<file path="src/rtl/if_id_hazard_ctrl.sv">
// Hazard and sequencing controller for the 8-bit in-order pipeline.
// Resolves load-use hazards, taken jumps (JumpPC) and data-memory waits by
// driving PC enable, IF/ID enable/flush and ID/EX bubble insertion.
// Ports:
//   clk, rst          - rising-edge clock, asynchronous active-low reset
//   ID_rs1/ID_rs2     - source registers of the instruction in ID
//   ID_uses_rs2       - instruction in ID reads rs2
//   EX_rd/EX_memread  - destination register and load flag of the EX instruction
//   JumpPC            - taken jump/branch resolved in EX
//   mem_wait          - data memory not ready, whole pipeline holds
//   pc_en, ifid_en    - PC and IF/ID load enables (combinational)
//   ifid_flush        - IF/ID loads a NOP (combinational)
//   idex_flush        - ID/EX loads a bubble (combinational)
//   busy              - controller is flushing or waiting (combinational)
//   err_timeout       - sticky watchdog error (registered)
//   bubble_cnt        - saturating count of inserted bubbles (registered)
module if_id_hazard_ctrl #(
  parameter int unsigned REG_W     = 3,
  parameter int unsigned FLUSH_CYC = 1,
  parameter int unsigned TIMEOUT   = 16
) (
  input  logic             clk,
  input  logic             rst,
  input  logic [REG_W-1:0] ID_rs1,
  input  logic [REG_W-1:0] ID_rs2,
  input  logic             ID_uses_rs2,
  input  logic [REG_W-1:0] EX_rd,
  input  logic             EX_memread,
  input  logic             JumpPC,
  input  logic             mem_wait,
  output logic             pc_en,
  output logic             ifid_en,
  output logic             ifid_flush,
  output logic             idex_flush,
  output logic             busy,
  output logic             err_timeout,
  output logic [7:0]       bubble_cnt
);

  localparam int unsigned FCNT_W = 3;
  localparam int unsigned WCNT_W = 8;
  localparam logic [FCNT_W-1:0] FLUSH_RELOAD = FCNT_W'(FLUSH_CYC - 1);
  localparam logic [WCNT_W-1:0] WAIT_LIMIT   = WCNT_W'(TIMEOUT);

  typedef enum logic [1:0] {
    S_RUN   = 2'd0,
    S_FLUSH = 2'd1,
    S_WAIT  = 2'd2
  } state_t;

  state_t              state_q, state_d;
  logic [FCNT_W-1:0]   fcnt_q, fcnt_d;
  logic [WCNT_W-1:0]   wcnt_q, wcnt_d;
  logic                err_q, err_d;
  logic [7:0]          bubble_q, bubble_d;
  logic                lu_hazard;
  logic                pc_en_c, ifid_en_c, ifid_flush_c, idex_flush_c, busy_c;

  // Load in EX feeding a source of the ID instruction; r0 never hazards.
  assign lu_hazard = EX_memread && (EX_rd != '0) &&
                     ((EX_rd == ID_rs1) || (ID_uses_rs2 && (EX_rd == ID_rs2)));

  // State and counter registers.
  always_ff @(posedge clk or negedge rst) begin
    if (!rst) begin
      state_q  <= S_RUN;
      fcnt_q   <= '0;
      wcnt_q   <= '0;
      err_q    <= 1'b0;
      bubble_q <= '0;
    end else begin
      state_q  <= state_d;
      fcnt_q   <= fcnt_d;
      wcnt_q   <= wcnt_d;
      err_q    <= err_d;
      bubble_q <= bubble_d;
    end
  end

  // Next-state and output decode; priority mem_wait > JumpPC > lu_hazard.
  always_comb begin
    state_d      = state_q;
    fcnt_d       = fcnt_q;
    wcnt_d       = wcnt_q;
    err_d        = err_q;
    bubble_d     = bubble_q;
    pc_en_c      = 1'b1;
    ifid_en_c    = 1'b1;
    ifid_flush_c = 1'b0;
    idex_flush_c = 1'b0;
    busy_c       = (state_q != S_RUN);

    unique case (state_q)
      S_FLUSH: begin
        if (mem_wait) begin
          // Hold everything, counter frozen.
          pc_en_c   = 1'b0;
          ifid_en_c = 1'b0;
        end else begin
          ifid_flush_c = 1'b1;
          idex_flush_c = 1'b1;
          if (JumpPC) begin
            fcnt_d = FLUSH_RELOAD;
          end else if (fcnt_q == FCNT_W'(1)) begin
            state_d = S_RUN;
            fcnt_d  = '0;
          end else begin
            fcnt_d = fcnt_q - FCNT_W'(1);
          end
        end
      end
      default: begin
        // RUN, and WAIT once mem_wait drops (evaluated as RUN that cycle).
        if (mem_wait) begin
          pc_en_c   = 1'b0;
          ifid_en_c = 1'b0;
          state_d   = S_WAIT;
          if (state_q == S_WAIT)
            wcnt_d = (wcnt_q == '1) ? wcnt_q : wcnt_q + WCNT_W'(1);
          else
            wcnt_d = WCNT_W'(1);
          if (wcnt_d == WAIT_LIMIT)
            err_d = 1'b1;
        end else begin
          state_d = S_RUN;
          wcnt_d  = '0;
          if (JumpPC) begin
            ifid_flush_c = 1'b1;
            idex_flush_c = 1'b1;
            if (FLUSH_CYC > 1) begin
              state_d = S_FLUSH;
              fcnt_d  = FLUSH_RELOAD;
            end
          end else if (lu_hazard) begin
            pc_en_c      = 1'b0;
            ifid_en_c    = 1'b0;
            idex_flush_c = 1'b1;
          end
        end
      end
    endcase

    if (idex_flush_c && (bubble_q != 8'hFF))
      bubble_d = bubble_q + 8'd1;
  end

  // Reset forces the idle pipeline controls regardless of inputs.
  assign pc_en       = rst ? pc_en_c      : 1'b1;
  assign ifid_en     = rst ? ifid_en_c    : 1'b1;
  assign ifid_flush  = rst ? ifid_flush_c : 1'b0;
  assign idex_flush  = rst ? idex_flush_c : 1'b0;
  assign busy        = rst ? busy_c       : 1'b0;
  assign err_timeout = err_q;
  assign bubble_cnt  = bubble_q;

endmodule

</file>
<file path="config.mk">
export PLATFORM = sky130hd
export DESIGN_NAME = if_id_hazard_ctrl
export DESIGN_NICKNAME = d
export VERILOG_FILES = /design/src/rtl/if_id_hazard_ctrl.sv
export SDC_FILE = /design/constraint.sdc
export NUM_CORES = 1
export LEC_CHECK = 0
export ABC_AREA = 1
export CAP_MARGIN = 5
export CORE_UTILIZATION = 40
export CTS_CLUSTER_SIZE = 28
export DETAILED_ROUTE_END_ITERATION = 10
export PLACE_DENSITY = 0.73
export SLEW_MARGIN = 10
export SYNTH_ARGS = -nofsm -noshare
export SYNTH_HDL_FRONTEND = slang
export SYNTH_SLANG_ARGS = --single-unit
export TNS_END_PERCENT = 50
</file>
<file path="constraint.sdc">
create_clock -name clk -period 1.39 [get_ports clk]
set_input_delay 0.2085 -clock clk [delete_from_list [all_inputs] [get_ports clk]]
set_output_delay 0.2085 -clock clk [all_outputs]
set_load 0.005 [all_outputs]
</file>
==> out/qor.txt, run 1 <==
status = finished, violations left
failing checks = negative setup slack
pre-CTS WS = -0.6546 ns
count of clock tree sinks = 18
Fmax = 691.7 MHz
Reg clk slew, reported paths = 0.11 ns
Final Wtd Congestion = 0.8465
DRC Markers = 0
row cnt = 19
Port Buffers = 28
Final Cycle Share = 104.0%
RSZ-0062 raised after global routing = yes
Sum Neg Setup Slack = -0.08684 ns
worst vdd ir = 0.6249 mV
worst path cell trace = ha_2 > nand2_4 > nor2_4 > nand2_4 > nand2_2 > nand3_1 > nor2_1 > nand3_1 > o21bai_2
CP peak stage delay = 0.37 ns
initial antenna violation count = 0
cts hold-fix bufs = 0
Crit Path Max Fanout = 5
initial core utilization = 43.60%
Critical Path End = err_timeout
vias in the first global route = 1225
Reg-to-Reg End = err_timeout
Comb power frac = 36.9%
nets@finish = 247
Post-Syn Area = 1244 um^2
gr usage total = 21.13%
io pins = 29
CP arrival = 1.69 ns
Worst EP required = 1.64 ns
critical path startpoint category = register
syn avg cell area = 7.066 um^2
Seq/Total Area, Yosys = 36.22%
max-slew violations = 0
number of distinct library cells after synthesis = 25
via count = 1293
#FFs+latches synth = 18
CP Capture Type = register
Die Area = 3336 um^2
sequential share of power = 40.9%
Clk Tree Root Cell = clkbuf_4
initial drt markers = 59
Hold Vio Cnt, Final = 0
Max-Cap Viols = 0
clk_lat worst skew = 0.31 ns
TritonCTS Buffers = 3
Routed wire per std cell = 12.74 um
P&R area growth vs syn = 45.37%
worst r2r src = wcnt_q[0]
Setup CP Type = reg -> reg
H-tree Lvls = 1
Tmin final = 1.446 ns
Clock Skew = 0.005380 ns
CTS tree = built
Synth Instances = 176
Pwr Density = 853.4 nW/um^2
worst reg-to-reg path cell count = 9
die width = 57.76 um
Rel. slew slack = 83.82%
internal power = 1.029 mW
Clock power frac = 22.2%
placed wire-length estimate = 2.347 mm
global-route wire length before repair = 5.395 mm
chip height = 57.76 um
setup violators final = 4
HP Class = in -> async
FF-to-FF setup slack = -0.06 ns
Initial DRT Pass Iterations = 5
layout cells sized above 1 = 32.75%
Syn Nets = 193
Lkg Pwr = 1.040 nW
core outline area = 2853 um^2
slowest CP cell = dfrtp_1
crit path from = wcnt_q[0]
P_sw = 0.5144 mW
Vias/cell = 4.973
Antenna diodes = 0
largest net degree at the start of global routing = 19
ANT nets after route = 0
Warnings, synthesis = 0
Overflow after GRT = 0
worst-margin pin slew = 0.2428 ns
Post-Route WL = 3.312 mm
clk buf depth = 2
Net Sw Frac = 33.34%
final worst slack = -0.05564 ns
-- how the worst min path moves through the flow --
stage	start	end	slack (ns)	depth (start not counted)
detailed placement	err_timeout	err_timeout	0.48	1
global placement	err_timeout	err_timeout	0.47	1
global route	rst	wcnt_q[5]	0.14	2
CTS	rst	wcnt_q[7]	0.12	2
finish	rst	wcnt_q[7]	0.11	2
floorplan	rst	bubble_cnt[0]	-0.09	0
-- synth_stat cells, drive strengths merged --
cell,number,area (um^2)
a21oi,2,10.01
a31oi,2,12.51
buf,2,12.51
clkinv,1,3.750
dfrtp,18,450.4
ha,2,25.02
inv,25,93.84
nand2,65,274.0
nand3,23,137.6
nand3b,1,7.510
nand4,1,6.260
nor2,18,82.58
nor3,4,31.28
o21ai,3,15.01
o21bai,1,11.26
xnor2,3,26.28
xor2,5,43.79
-- state kept, by name, summed over array words and instances, names as in the netlist --
signal,count
state_q,1
wcnt_q,8
err_timeout,1
bubble_cnt,8
-- layout by cell type (no fill, tap or decap), types with 3 or more instances in the layout --
cell type / count
xnor2_1: 3
nand3_2: 6
dlygate4sd2_1: 12
clkbuf_4: 3
clkbuf_2: 5
nand3_4: 3
nand2_2: 9
buf_4: 21
buf_2: 4
inv_2: 4
nor2_1: 15
xor2_1: 5
nand2_4: 3
inv_1: 21
nand2_1: 52
nor3_1: 3
dfrtp_2: 3
dfrtp_1: 15
nand3_1: 15
clkdlybuf4s15_1: 4
-- what timing repair did --
action / 4_1_cts / 5_1_grt
pin swaps: 16 / 19
setup endpoints to repair: 22 / 16
buffers inserted: 5 / 4
gates resized for setup: 55 / 28
cloned: 0 / 1
-- critical path: cells and delay by family, from the launching register on --
kind	cells	cell delay [ns]
compound gates	1	0.11
fa+ha+maj	1	0.21
flops	1	0.37
simple gates	7	0.69
-- area by class of cell --
class / count / area [um^2]
Clock buffer: 4 / 36.28
Fill cell: 239 / 1045
Inverter: 26 / 98.84
Multi-Input combinational cell: 131 / 785.8
Sequential cell: 18 / 454.2
Tap cell: 31 / 38.79
Timing Repair Buffer: 50 / 394.1
-- per-layer routing --
layer  wire length (um)  share of wire (%)  global-route usage, %
met1               1388                 42                  27.32
met2               1715                 52                  36.71
met3                121                3.7                  2.009
met4                 87                2.6                  8.163
met5                  0                  0                      0
-- per-stage QoR --
stage          hold slack, ns  power [mW]  cells  util [%]  cell area [um^2]
2_1_floorplan        -0.08709      0.8564    176         -              1244
3_3_place_gp           0.4720       1.115    246     57.76              1648
3_5_place_dp           0.4798       1.147    246     57.76              1648
4_1_cts                0.1244       1.480    255     60.75              1733
5_1_grt                0.1387       1.630    260     63.38              1808
6_report               0.1136       1.543    260     63.38              1808
-- power by group through the flow --
stage | sequential [mW] | combinational, mW | clock [mW]
floorplan | 0.661 | 0.196 | 0
global placement | 0.651 | 0.464 | 0
global route | 0.636 | 0.624 | 0.370
detailed placement | 0.656 | 0.491 | 0
finish | 0.631 | 0.569 | 0.343
CTS | 0.629 | 0.509 | 0.342
-- kinds of logic after synthesis --
family	after synthesis	share of synthesized area (%)
and+or+nand+nor	112	43.36
buffers and inverters	28	8.853
DFF	18	36.22
AOI/OAI and AO/OA	8	3.923
xor gates and xnor gates	8	5.634
adders and majority gates	2	2.012
No activity file was read; power rests on OpenSTA's default activity.
==> inputs of run 2 (changes only) <==
Settings changed: MAX_ROUTING_LAYER from default to met4.
==> run 2 against run 1 <==
The run still ends with negative setup slack left. Largest cell class unchanged. Setup slack worse by 0.038 ns. Die area unchanged. Count of clock-buffer cells in the layout did not move.
==> out/qor.txt, run 2 (same netlist as run 1, synthesis figures left out) <==
worst vdd ir = 0.7574 mV
status = finished, violations left
Clock Skew = 0.001261 ns
core outline area = 2853 um^2
HP Class = in -> async
max-slew violations = 0
Critical Path End = err_timeout
Pwr Density = 834.3 nW/um^2
Overflow after GRT = 0
Antenna diodes = 0
final worst slack = -0.09362 ns
count of clock tree sinks = 18
Die Area = 3336 um^2
commonest cells after routing, fill and taps aside = nand2_1, buf_4, inv_1, dfrtp_1, nand3_1
internal power = 1.055 mW
Bufs and invs on worst path = 0
Max-Cap Viols = 0
P&R area growth vs syn = 50.70%
global-route wire length before repair = 5.361 mm
CP Capture Type = register
CP arrival = 1.71 ns
Reg clk slew, reported paths = 0.10 ns
Worst EP required = 1.62 ns
Final Cycle Share = 106.7%
Net Sw Frac = 32.51%
Post-DP Area = 1655 um^2
initial core utilization = 43.60%
met2 WL = 1.767 mm
worst path cell trace = ha_2 > nand2_4 > nor2_4 > nand3_2 > nand2_2 > nor2_2 > nor2_2 > nand3_1 > o21bai_2
Final Util = 65.70%
Comb power frac = 39.2%
DRC Markers = 0
Final Wtd Congestion = 0.8580
Reg-to-Reg End = err_timeout
Rel. slew slack = 84.01%
clk_lat worst skew = 0.29 ns
chip height = 57.76 um
Lkg Pwr = 1.088 nW
RSZ-0062 raised after global routing = yes
worst r2r src = wcnt_q[1]
Port Buffers = 28
Vias/cell = 4.989
io pins = 29
M1 WL = 1.375 mm
Post-Route WL = 3.303 mm
nets@finish = 251
Fmax = 674.0 MHz
largest net degree at the start of global routing = 19
placed wire-length estimate = 2.252 mm
worst-margin pin slew = 0.2390 ns
Final Non-Filler Cells = 264
ANT nets after route = 0
gr usage total = 21.45%
Routed wire per std cell = 12.51 um
clk buf depth = 2
Placed Instances = 247
delay-heaviest family, CP = simple AND/OR/NAND/NOR gates
Worst path most repeated cell = nor2_2
critical path depth in cells = 9
critical path startpoint category = register
cts hold-fix bufs = 0
Clk Tree Root Cell = clkbuf_4
failing checks = negative setup slack
Clock power frac = 20.3%
CP peak stage delay = 0.37 ns
Crit Path Max Fanout = 5
crit path from = wcnt_q[1]
slowest CP cell = dfrtp_1
row cnt = 19
Hold Vio Cnt, Final = 0
post-route cell area = 1874 um^2
Setup CP Type = reg -> reg
vias in the first global route = 1289
pre-CTS WS = -0.6245 ns
Initial DRT Pass Iterations = 4
die width = 57.76 um
Tot Pwr = 1.564 mW
setup violators final = 10
via count = 1317
Tmin final = 1.484 ns
layout cells sized above 1 = 38.20%
initial antenna violation count = 0
initial drt markers = 114
leading cell type in the layout, fill and taps excluded = nand2_1
met3 WL = 106 um
H-tree Lvls = 1
top sig layer = met4
CTS tree = built
worst reg-to-reg path cell count = 9
TritonCTS Buffers = 3
P_sw = 0.5085 mW
sequential share of power = 40.5%
FF-to-FF setup slack = -0.09 ns
run 2: cell count changes in the layout (fill, tap and decap cells not counted), sizes merged:
cell	previous run	this run
buf	26	32
dlymetal6s2s	2	3
clkdlybuf4s15	4	5
dlygate4sd2	12	9
clkbuf	9	8
run 2: worst min-delay path by stage:
| stage | from | end | slack (ns) | depth (start not counted) |
|---|---|---|---|---|
| after CTS | rst | err_timeout | 0.17 | 2 |
| after detailed placement | err_timeout | err_timeout | 0.47 | 1 |
| after global routing | rst | bubble_cnt[0] | 0.19 | 2 |
| after floorplan | rst | bubble_cnt[0] | -0.09 | 0 |
| after global placement | err_timeout | err_timeout | 0.47 | 1 |
| final | rst | bubble_cnt[5] | 0.16 | 2 |
run 2: per-layer routing:
layer	global-route usage (%)	vias to the layer above
li1	-	660
met1	24.50	621
met2	38.04	30
met3	2.455	6
met4	9.184	0
met5	-	-
run 2: layout make-up:
class / instances / area (um^2)
clock buffer: 4 / 36.28
tap: 31 / 38.79
timing repair buffer: 54 / 427.9
fill: 243 / 978.4
sequential: 18 / 454.2
multi-input combinational: 131 / 818.3
inverter: 26 / 98.84
run 2: metrics by stage:
stage | hold slack (ns) | setup TNS, ns
after floorplan | -0.08709 | 0
after global placement | 0.4685 | -4.877
after detailed placement | 0.4668 | -5.518
after CTS | 0.1668 | -0.06738
after global routing | 0.1864 | -1.414
final | 0.1649 | -0.2814
run 2: timing repair:
action / CTS / global route
setup buffers: 5 / 7
cloned: 0 / 1
pin swaps: 12 / 32
setup endpoints to repair: 22 / 18
resized for setup: 51 / 47
run 2: power by group through the flow:
stage | logic, mW | registers (mW) | clock network, mW
floorplan | 0.196 | 0.661 | 0
global placement | 0.466 | 0.651 | 0
detailed placement | 0.488 | 0.654 | 0
CTS | 0.504 | 0.628 | 0.332
global route | 0.670 | 0.638 | 0.356
finish | 0.613 | 0.633 | 0.318
==> inputs of run 3 (changes only) <==
Settings changed: REMOVE_ABC_BUFFERS from default to 1.
==> run 3 against run 2 <==
The flow still finishes with violations (negative setup slack). Routed wire length up 10%. Die area unchanged. Worst hold slack got worse by 0.14 ns. Via count grew 1.7%. Non-clock buffer count grew 3. Fmax increased by 1.8%. Combinational power shrank 3%.
==> out/qor.txt, run 3 (same netlist as run 1, synthesis figures left out) <==
RSZ-0062 raised after global routing = yes
row cnt = 19
count of clock tree sinks = 18
core outline area = 2853 um^2
max-slew violations = 0
Final Util = 68.55%
Rel. slew slack = 82.15%
Bufs and invs on worst path = 0
Clk Tree Root Cell = clkbuf_4
Filler cells = 230
Hold Vio Cnt, Final = 0
clk_lat worst skew = 0.29 ns
failing checks = negative setup slack
via count = 1339
Reg clk slew, reported paths = 0.11 ns
commonest cells after routing, fill and taps aside = nand2_1, buf_4, inv_1, dfrtp_1, nor2_1
Tot Pwr = 1.564 mW
Post-Route WL = 3.647 mm
Final Wtd Congestion = 0.8636
critical path startpoint category = register
largest net degree at the start of global routing = 15
Clock Skew = 0.008234 ns
Pwr Density = 799.7 nW/um^2
Max-Cap Viols = 0
Die Area = 3336 um^2
initial core utilization = 43.60%
status = finished, violations left
global-route wire length before repair = 5.637 mm
worst vdd ir = 0.7198 mV
die width = 57.76 um
initial antenna violation count = 0
Port Buffers = 28
Antenna diodes = 0
chip height = 57.76 um
CP Capture Type = register
Tmin final = 1.457 ns
initial drt markers = 60
worst-margin pin slew = 0.2677 ns
setup violators final = 9
final worst slack = -0.06690 ns
post-route cell area = 1956 um^2
gr usage total = 22.14%
leading cell type in the layout, fill and taps excluded = nand2_1
CP peak stage delay = 0.37 ns
clk buf depth = 2
Setup CP Type = reg -> reg
layout cells sized above 1 = 40.25%
io pins = 29
P&R area growth vs syn = 57.24%
Routed wire per std cell = 13.66 um
vias in the first global route = 1277
placed wire-length estimate = 2.348 mm
Sum Neg Setup Slack = -0.3082 ns
Vias/cell = 5.015
TritonCTS Buffers = 3
Worst EP required = 1.62 ns
Worst path most repeated cell = nand2_4
H-tree Lvls = 1
worst path cell trace = ha_2 > nand2_4 > nor2_4 > nand2_4 > nand2_4 > nand3_4 > nor2_4 > nand3_2 > o21bai_2
Final Cycle Share = 104.8%
Fmax = 686.4 MHz
nets@finish = 254
DRC Markers = 0
Overflow after GRT = 0
slowest CP cell = dfrtp_1
ANT nets after route = 0
Post-DP Area = 1663 um^2
Initial DRT Pass Iterations = 6
Crit Path Max Fanout = 5
CP arrival = 1.69 ns
delay-heaviest family, CP = simple AND/OR/NAND/NOR gates
HP Class = in -> async
Lkg Pwr = 1.097 nW
CTS tree = built
## run 3: cell types whose count changed in the layout (fill, tap and decap cells not counted), sizes merged
cell and delta:
buf +1, clkdlybuf4s15 -2, dlygate4sd2 +2, dlygate4sd3 +1, dlymetal6s2s +1
## run 3: worst register-to-register path, cell delays in order, from the launching register on
cell,delay [ns]
dfrtp_1,0.37
ha_2,0.21
nand2_4,0.06
nor2_4,0.18
nand2_4,0.10
nand2_4,0.10
nand3_4,0.08
nor2_4,0.13
nand3_2,0.07
o21bai_2,0.10
## run 3: metrics by stage
stage               std cells  worst slack [ns]  hold WS, ns
floorplan                 174           0.06183     -0.08709
global placement          248           -0.6069       0.4624
detailed placement        248           -0.7061       0.4718
CTS                       260          -0.09768      0.04675
global route              267           -0.1778      0.05795
finish                    267          -0.06690      0.02739
## run 3: worst paths after layout
check | from | end | slack (ns) | cells past startpoint
setup / recovery | wcnt_q[0] | err_timeout | -0.07 | 9
hold / removal | rst | wcnt_q[5] | 0.03 | 2
setup reg to reg | wcnt_q[0] | err_timeout | -0.07 | 9
hold reg to reg | err_timeout | err_timeout | 0.50 | 1
max in group asynchronous | rst | state_q[1] | 0.77 | 3
min in group clk | mem_wait | state_q[1] | 0.35 | 2
## run 3: cell type report
cell class	count	area, um^2	share of cell area (%)
Multi-Input combinational cell	131	872.1	44.59
Timing Repair Buffer	57	455.4	23.29
Sequential cell	18	454.2	23.22
Inverter	26	98.84	5.054
Tap cell	31	38.79	1.983
Clock buffer	4	36.28	1.855
## run 3: repair_timing
| item | 4_1_cts | 5_1_grt |
|---|---|---|
| pin swaps | 21 | 26 |
| buffers inserted | 7 | 6 |
| hold endpoints to repair | 1 | 0 |
| endpoints found under the setup margin | 22 | 18 |
| hold buffers | 1 | 0 |
| gates cloned | 0 | 1 |
| resized for setup | 59 | 44 |
## run 3: layer usage
| layer | wire length [um] | GRT usage [%] | vias to the layer above |
|---|---|---|---|
| met2 | 2005 | 40.03 | 24 |
| met4 | 20 | 4.422 | 0 |
| met1 | 1539 | 27.08 | 641 |
| met3 | 82 | 2.009 | 4 |
| met5 | 0 | - | - |
| li1 | - | - | 670 |
## run 3: power breakdown
| part | switching [mW] | internal (mW) | leakage, nW |
|---|---|---|---|
| sequential | 0.0612 | 0.584 | 0.237 |
| combinational | 0.295 | 0.299 | 0.840 |
| clock | 0.166 | 0.159 | 0.0210 |
